--- src/rtl/alu_op_sequencer.sv ---
// Issues one command at a time to a combinational ALU through registered operands,
// captures the result and returns it as a tagged response with accumulator chaining and sticky status.
module alu_op_sequencer #(
  parameter int DATA_WIDTH = 32,
  parameter int TAG_WIDTH  = 4,
  parameter int CNT_WIDTH  = 16
) (
  input  logic                  clk,
  input  logic                  rst_n,
  input  logic                  cmd_valid,
  output logic                  cmd_ready,
  input  logic [2:0]            cmd_op,
  input  logic [DATA_WIDTH-1:0] cmd_a,
  input  logic [DATA_WIDTH-1:0] cmd_b,
  input  logic                  cmd_chain,
  input  logic [TAG_WIDTH-1:0]  cmd_tag,
  output logic [DATA_WIDTH-1:0] alu_a,
  output logic [DATA_WIDTH-1:0] alu_b,
  output logic [2:0]            alu_op,
  input  logic [DATA_WIDTH-1:0] alu_result,
  input  logic                  alu_zero,
  input  logic                  alu_overflow,
  output logic                  rsp_valid,
  input  logic                  rsp_ready,
  output logic [DATA_WIDTH-1:0] rsp_result,
  output logic                  rsp_zero,
  output logic                  rsp_overflow,
  output logic                  rsp_err,
  output logic [TAG_WIDTH-1:0]  rsp_tag,
  input  logic                  acc_clr,
  input  logic                  stat_clr,
  output logic                  sticky_ovf,
  output logic [CNT_WIDTH-1:0]  op_count
);

  typedef enum logic [1:0] {IDLE, DRIVE, CAPTURE, RESP} state_t;

  state_t                state_q, state_d;
  logic                  cmd_ready_q, cmd_ready_d;
  logic [DATA_WIDTH-1:0] alu_a_q, alu_a_d;
  logic [DATA_WIDTH-1:0] alu_b_q, alu_b_d;
  logic [2:0]            alu_op_q, alu_op_d;
  logic                  rsp_valid_q, rsp_valid_d;
  logic [DATA_WIDTH-1:0] rsp_result_q, rsp_result_d;
  logic                  rsp_zero_q, rsp_zero_d;
  logic                  rsp_overflow_q, rsp_overflow_d;
  logic                  rsp_err_q, rsp_err_d;
  logic [TAG_WIDTH-1:0]  rsp_tag_q, rsp_tag_d;
  logic [DATA_WIDTH-1:0] acc_q, acc_d;
  logic                  sticky_ovf_q, sticky_ovf_d;
  logic [CNT_WIDTH-1:0]  op_count_q, op_count_d;

  logic accept;
  logic rsp_hs;

  assign accept = cmd_valid & cmd_ready_q;
  assign rsp_hs = rsp_valid_q & rsp_ready;

  always_comb begin
    state_d        = state_q;
    cmd_ready_d    = cmd_ready_q;
    alu_a_d        = alu_a_q;
    alu_b_d        = alu_b_q;
    alu_op_d       = alu_op_q;
    rsp_valid_d    = rsp_valid_q;
    rsp_result_d   = rsp_result_q;
    rsp_zero_d     = rsp_zero_q;
    rsp_overflow_d = rsp_overflow_q;
    rsp_err_d      = rsp_err_q;
    rsp_tag_d      = rsp_tag_q;
    acc_d          = acc_q;
    sticky_ovf_d   = sticky_ovf_q;
    op_count_d     = op_count_q;

    case (state_q)
      IDLE: begin
        cmd_ready_d = 1'b1;
        if (accept) begin
          cmd_ready_d = 1'b0;
          rsp_tag_d   = cmd_tag;
          if (cmd_op <= 3'd4) begin
            // The chained operand reads acc_q, so a same-cycle acc_clr cannot affect it
            alu_a_d = cmd_chain ? acc_q : cmd_a;
            alu_b_d = cmd_b;
            alu_op_d = cmd_op;
            state_d = DRIVE;
          end else begin
            rsp_result_d   = '0;
            rsp_zero_d     = 1'b0;
            rsp_overflow_d = 1'b0;
            rsp_err_d      = 1'b1;
            rsp_valid_d    = 1'b1;
            state_d        = RESP;
          end
        end
      end
      DRIVE: begin
        state_d = CAPTURE;
      end
      CAPTURE: begin
        rsp_result_d   = alu_result;
        rsp_zero_d     = alu_zero;
        rsp_overflow_d = alu_overflow;
        rsp_err_d      = 1'b0;
        rsp_valid_d    = 1'b1;
        acc_d          = alu_result;
        state_d        = RESP;
      end
      RESP: begin
        if (rsp_hs) begin
          rsp_valid_d = 1'b0;
          cmd_ready_d = 1'b1;
          state_d     = IDLE;
        end
      end
      default: begin
        state_d     = IDLE;
        cmd_ready_d = 1'b0;
        rsp_valid_d = 1'b0;
      end
    endcase

    if (acc_clr) begin
      acc_d = '0;
    end

    if (rsp_hs) begin
      op_count_d = op_count_q + CNT_WIDTH'(1);
      if (rsp_overflow_q) begin
        sticky_ovf_d = 1'b1;
      end
    end
    if (stat_clr) begin
      op_count_d   = '0;
      sticky_ovf_d = 1'b0;
    end
  end

  always_ff @(posedge clk or negedge rst_n) begin
    if (!rst_n) begin
      state_q        <= IDLE;
      cmd_ready_q    <= 1'b0;
      alu_a_q        <= '0;
      alu_b_q        <= '0;
      alu_op_q       <= '0;
      rsp_valid_q    <= 1'b0;
      rsp_result_q   <= '0;
      rsp_zero_q     <= 1'b0;
      rsp_overflow_q <= 1'b0;
      rsp_err_q      <= 1'b0;
      rsp_tag_q      <= '0;
      acc_q          <= '0;
      sticky_ovf_q   <= 1'b0;
      op_count_q     <= '0;
    end else begin
      state_q        <= state_d;
      cmd_ready_q    <= cmd_ready_d;
      alu_a_q        <= alu_a_d;
      alu_b_q        <= alu_b_d;
      alu_op_q       <= alu_op_d;
      rsp_valid_q    <= rsp_valid_d;
      rsp_result_q   <= rsp_result_d;
      rsp_zero_q     <= rsp_zero_d;
      rsp_overflow_q <= rsp_overflow_d;
      rsp_err_q      <= rsp_err_d;
      rsp_tag_q      <= rsp_tag_d;
      acc_q          <= acc_d;
      sticky_ovf_q   <= sticky_ovf_d;
      op_count_q     <= op_count_d;
    end
  end

  assign cmd_ready    = cmd_ready_q;
  assign alu_a        = alu_a_q;
  assign alu_b        = alu_b_q;
  assign alu_op       = alu_op_q;
  assign rsp_valid    = rsp_valid_q;
  assign rsp_result   = rsp_result_q;
  assign rsp_zero     = rsp_zero_q;
  assign rsp_overflow = rsp_overflow_q;
  assign rsp_err      = rsp_err_q;
  assign rsp_tag      = rsp_tag_q;
  assign sticky_ovf   = sticky_ovf_q;
  assign op_count     = op_count_q;

endmodule

--- config.mk ---
export PLATFORM = sky130hd
export DESIGN_NAME = alu_op_sequencer
export DESIGN_NICKNAME = d
export VERILOG_FILES = /design/src/rtl/alu_op_sequencer.sv
export SDC_FILE = /design/constraint.sdc
export NUM_CORES = 1
export LEC_CHECK = 0
export CAP_MARGIN = 25
export CORE_UTILIZATION = 25
export DETAILED_ROUTE_END_ITERATION = 6
export PLACE_DENSITY = 0.58
export SLEW_MARGIN = 20
export SYNTH_ARGS = -nofsm -noshare
export SYNTH_HDL_FRONTEND = slang
export SYNTH_SLANG_ARGS = --single-unit
--- constraint.sdc ---
create_clock -name clk -period 1.78 [get_ports clk]
set_input_delay 0.356 -clock clk [delete_from_list [all_inputs] [get_ports clk]]
set_output_delay 0.356 -clock clk [all_outputs]
set_load 0.01 [all_outputs]
==> impl_results.md <==
- Status: finished, final reports clean
- WHS Path Cells: 2
- Max Slew Vio Count: 0
- Detailed Route Iter0 Violations: 212
- Worst Setup SP: op_count[14]
- Post-synth EDFFs: 0
- Max cap viols: 0
- Critical Path Sink: op_count[14]
- Number of global-route vias before repair: 5343
- Cell Pwr Density: 1580 nW/um2
- Fin crit share: 0.9704
- Count leader, synth: dfrtp_1
- HPWL Detailed: 13330 um
- Final Hold Viols: 0
- CP max stage cell: clkdlybuf4s50_1
- Clk root buf: clkbuf_16
- Worst-path maximum fanout: 4
- Clk slew on worst S/H paths: 0.06 ns
- Reg2reg start: op_count[0]
- Final wirelength: 18860 um
- Die area: 26470 um2
- DIE HEIGHT: 162.7 um
- First-pass GRT wire length: 29890 um
- CP Class: reg2out
- Post-Syn Instances: 590
- Relative slew slack: 0.6941
- Startpoint class of the critical path: register
- Sw Share: 0.3252
- Port bufs: 236
- CP Data Arrival Time: 1.37 ns
- DR WL/cell: 15.73 um
- Clock network power share: 0.239
- FF-to-FF path depth: 5
- Worst Tran Pin Value: 0.4588 ns
- F_max: 0.5789 GHz
- Critical path's top delay family: buffers and inverters
- Top post-synthesis cells by area: dfrtp_1, nand2_1, mux2_2
- Worst-Skew Late Latency: 0.41 ns
- Worst Setup End Kind: output port
- Hold Path Class: in2reg
- Vias/cell: 4.367
- Yosys top cell by area: dfrtp_1
- RSZ-0062 raised after global routing: no
- Yosys top cell area share: 0.6164
- 1st-pass router iterations: 4
- Clock Sinks: 159
- Finished Layout Cells: 1199
- Bufs and invs on worst path: 1
- R2R Setup Slk: 0.10 ns
- GR Overflow Total: 0
- Overall power: 16.21 mW
- Area grow syn2layout: 58.98%
- Synth unique cells: 36
- Clock buffer count from CTS: 17
- Pin count of the biggest net entering global routing: 42
- Req. time, crit path: 1.42 ns
- Ports: 237
- Crit path time final: 1.727 ns
- Non-Filler Cell Area, Final: 10260 um2
- RR Endpoint: op_count[15]
- Psw: 5.271 mW
- DP Area: 9575 um2
- FF+latch count, synth: 159
- Clock Skews: 0.006975 ns
- Mapped Avg Cell Area: 10.94 um2
- TritonCTS clock tree: built
- Flop pwr share: 0.353
- Gate power share: 0.408
- Setup violators final: 0
- All-Layer GR Usage: 0.1468
- ANT nets after route: 0
- Drt drc: 0
- RePlAce Congestion: 0.7593
- Clock buffer depth: 2
- Die width: 162.7 um
- Worst-path cell chain: clkdlybuf4s50_1
- Netlist Area Pre-Place: 6455 um2
- Leak pwr: 4.574 nW
- Yosys warns: 0
- Mapped Nets: 706
- Post-synth ARST share: 1.000
- Fin nets: 971
- Synth cell count leaders: dfrtp_1, nand2_1, o21ai_0, mux2_2, a21oi_1
- Vias: 5236
- VDD IR-drop max: 611.0 uV
- Initial Util: 0.2556
- Pint: 10.94 mW
- Synth Flop Type: dfrtp_1
- # H-tree levels: 4
- Post-Place Cells: 1160
- Seq/Total Area, Yosys: 0.6164
- Initial antenna violation count: 0
- Core area: 25250 um2
- Share of cells above drive strength 1: 0.1498
- Critical Path Max Stage Delay: 0.56 ns
- Row count: 58
- Critical Path Stages: 1
-- cell usage in the layout (no fill, tap or decap), types with 2 or more instances in the layout --
| cell type | count |
|---|---|
| xor2_1 | 5 |
| dlygate4sd2_1 | 11 |
| mux2i_1 | 33 |
| or3_1 | 4 |
| nand2_1 | 140 |
| bufinv_16 | 4 |
| o21ai_0 | 69 |
| dfrtp_1 | 155 |
| a21oi_1 | 37 |
| a32o_1 | 2 |
| a21oi_2 | 2 |
| clkdlybuf4s50_1 | 215 |
| ha_2 | 2 |
| nor4b_1 | 2 |
| nor3_1 | 2 |
| buf_12 | 14 |
| a22o_1 | 2 |
| dlymetal6s2s_1 | 7 |
| clkinv_2 | 3 |
| nand4_1 | 6 |
| inv_1 | 5 |
| xnor2_1 | 5 |
| mux2_2 | 39 |
| nor2_1 | 15 |
| clkbuf_16 | 17 |
| dfrtp_2 | 4 |
| nand3_1 | 6 |
| buf_4 | 31 |
| buf_2 | 2 |
| ha_1 | 2 |
| clkbuf_1 | 4 |
-- logic make-up (layout without fill, tap and decap cells) --
| family | count (synthesis) | after routing | synth area share |
|---|---|---|---|
| fa+ha+maj | 4 | 4 | 0.007754 |
| xor+xnor | 10 | 10 | 0.01357 |
| other cells | 0 | 1 | 0 |
| simple gates | 185 | 185 | 0.1192 |
| buf+inv | 41 | 319 | 0.02539 |
| mux | 72 | 72 | 0.1192 |
| flops | 159 | 159 | 0.6164 |
| compound gates | 119 | 119 | 0.09847 |
-- power by group through the flow --
| stage | registers, mW | logic [mW] | clock network (mW) |
|---|---|---|---|
| floorplan | 6.26 | 2.27 | 0 |
| global placement | 5.75 | 6.69 | 0 |
| detailed placement | 5.79 | 6.75 | 0 |
| CTS | 5.73 | 6.76 | 3.98 |
| global route | 5.90 | 7.26 | 4.15 |
| finish | 5.72 | 6.62 | 3.87 |
-- timing repair --
item,in CTS,in global routing
endpoints found under the hold margin,36,0
resized for setup,15,11
setup endpoints to repair,16,14
setup buffers,4,1
pin swaps,0,3
hold buffers,1,0
-- per-stage QoR --
stage	TNS, ns	setup WS (ns)	utilization	hold WS, ns
after floorplan	0	0.0005981	-	0.06041
after global placement	-7.267	-0.2864	0.3792	0.3347
after detailed placement	-9.691	-0.3081	0.3792	0.3280
after CTS	0	0.002033	0.4047	0.3246
after global routing	0	0.001323	0.4063	0.3416
final	0	0.05263	0.4064	0.3375
-- registers in the layout (all words and copies together), names as in the netlist --
signal / flops
rsp_err: 1
rsp_zero: 1
state_q: 2
cmd_ready: 1
rsp_tag: 4
op_count: 16
sticky_ovf: 1
acc_q: 32
alu_a: 32
rsp_overflow: 1
rsp_result: 32
alu_b: 32
alu_op: 3
rsp_valid: 1
-- cell type report --
| type | instances | area [um2] |
|---|---|---|
| diodes | 1 | 2.502 |
| clock buffers | 22 | 454.2 |
| clock inverters | 10 | 160.2 |
| fillers | 2487 | 14990 |
| inverters | 5 | 18.77 |
| multi-input cells | 390 | 2350 |
| flip-flops and latches | 159 | 3984 |
| well taps | 330 | 412.9 |
| repair buffers | 282 | 2880 |
-- how the worst min path moves through the flow --
stage / slack (ns) / from / end
2_1_floorplan: 0.06 / rst_n / acc_q[0]
3_3_place_gp: 0.33 / rst_n / op_count[7]
3_5_place_dp: 0.33 / rst_n / op_count[13]
4_1_cts: 0.32 / acc_clr / acc_q[1]
5_1_grt: 0.34 / acc_clr / acc_q[31]
6_report: 0.34 / acc_clr / acc_q[8]
-- layer usage --
metal,vias up,wire (um),share of wire,track usage
met2,163,8733,0.46,0.2387
met1,2519,8328,0.44,0.1815
met3,8,1674,0.089,0.05679
li1,2546,-,-,-
met4,0,123,0.0065,0.03696
met5,-,0,0,0
Power figures use the tool's default switching activity.
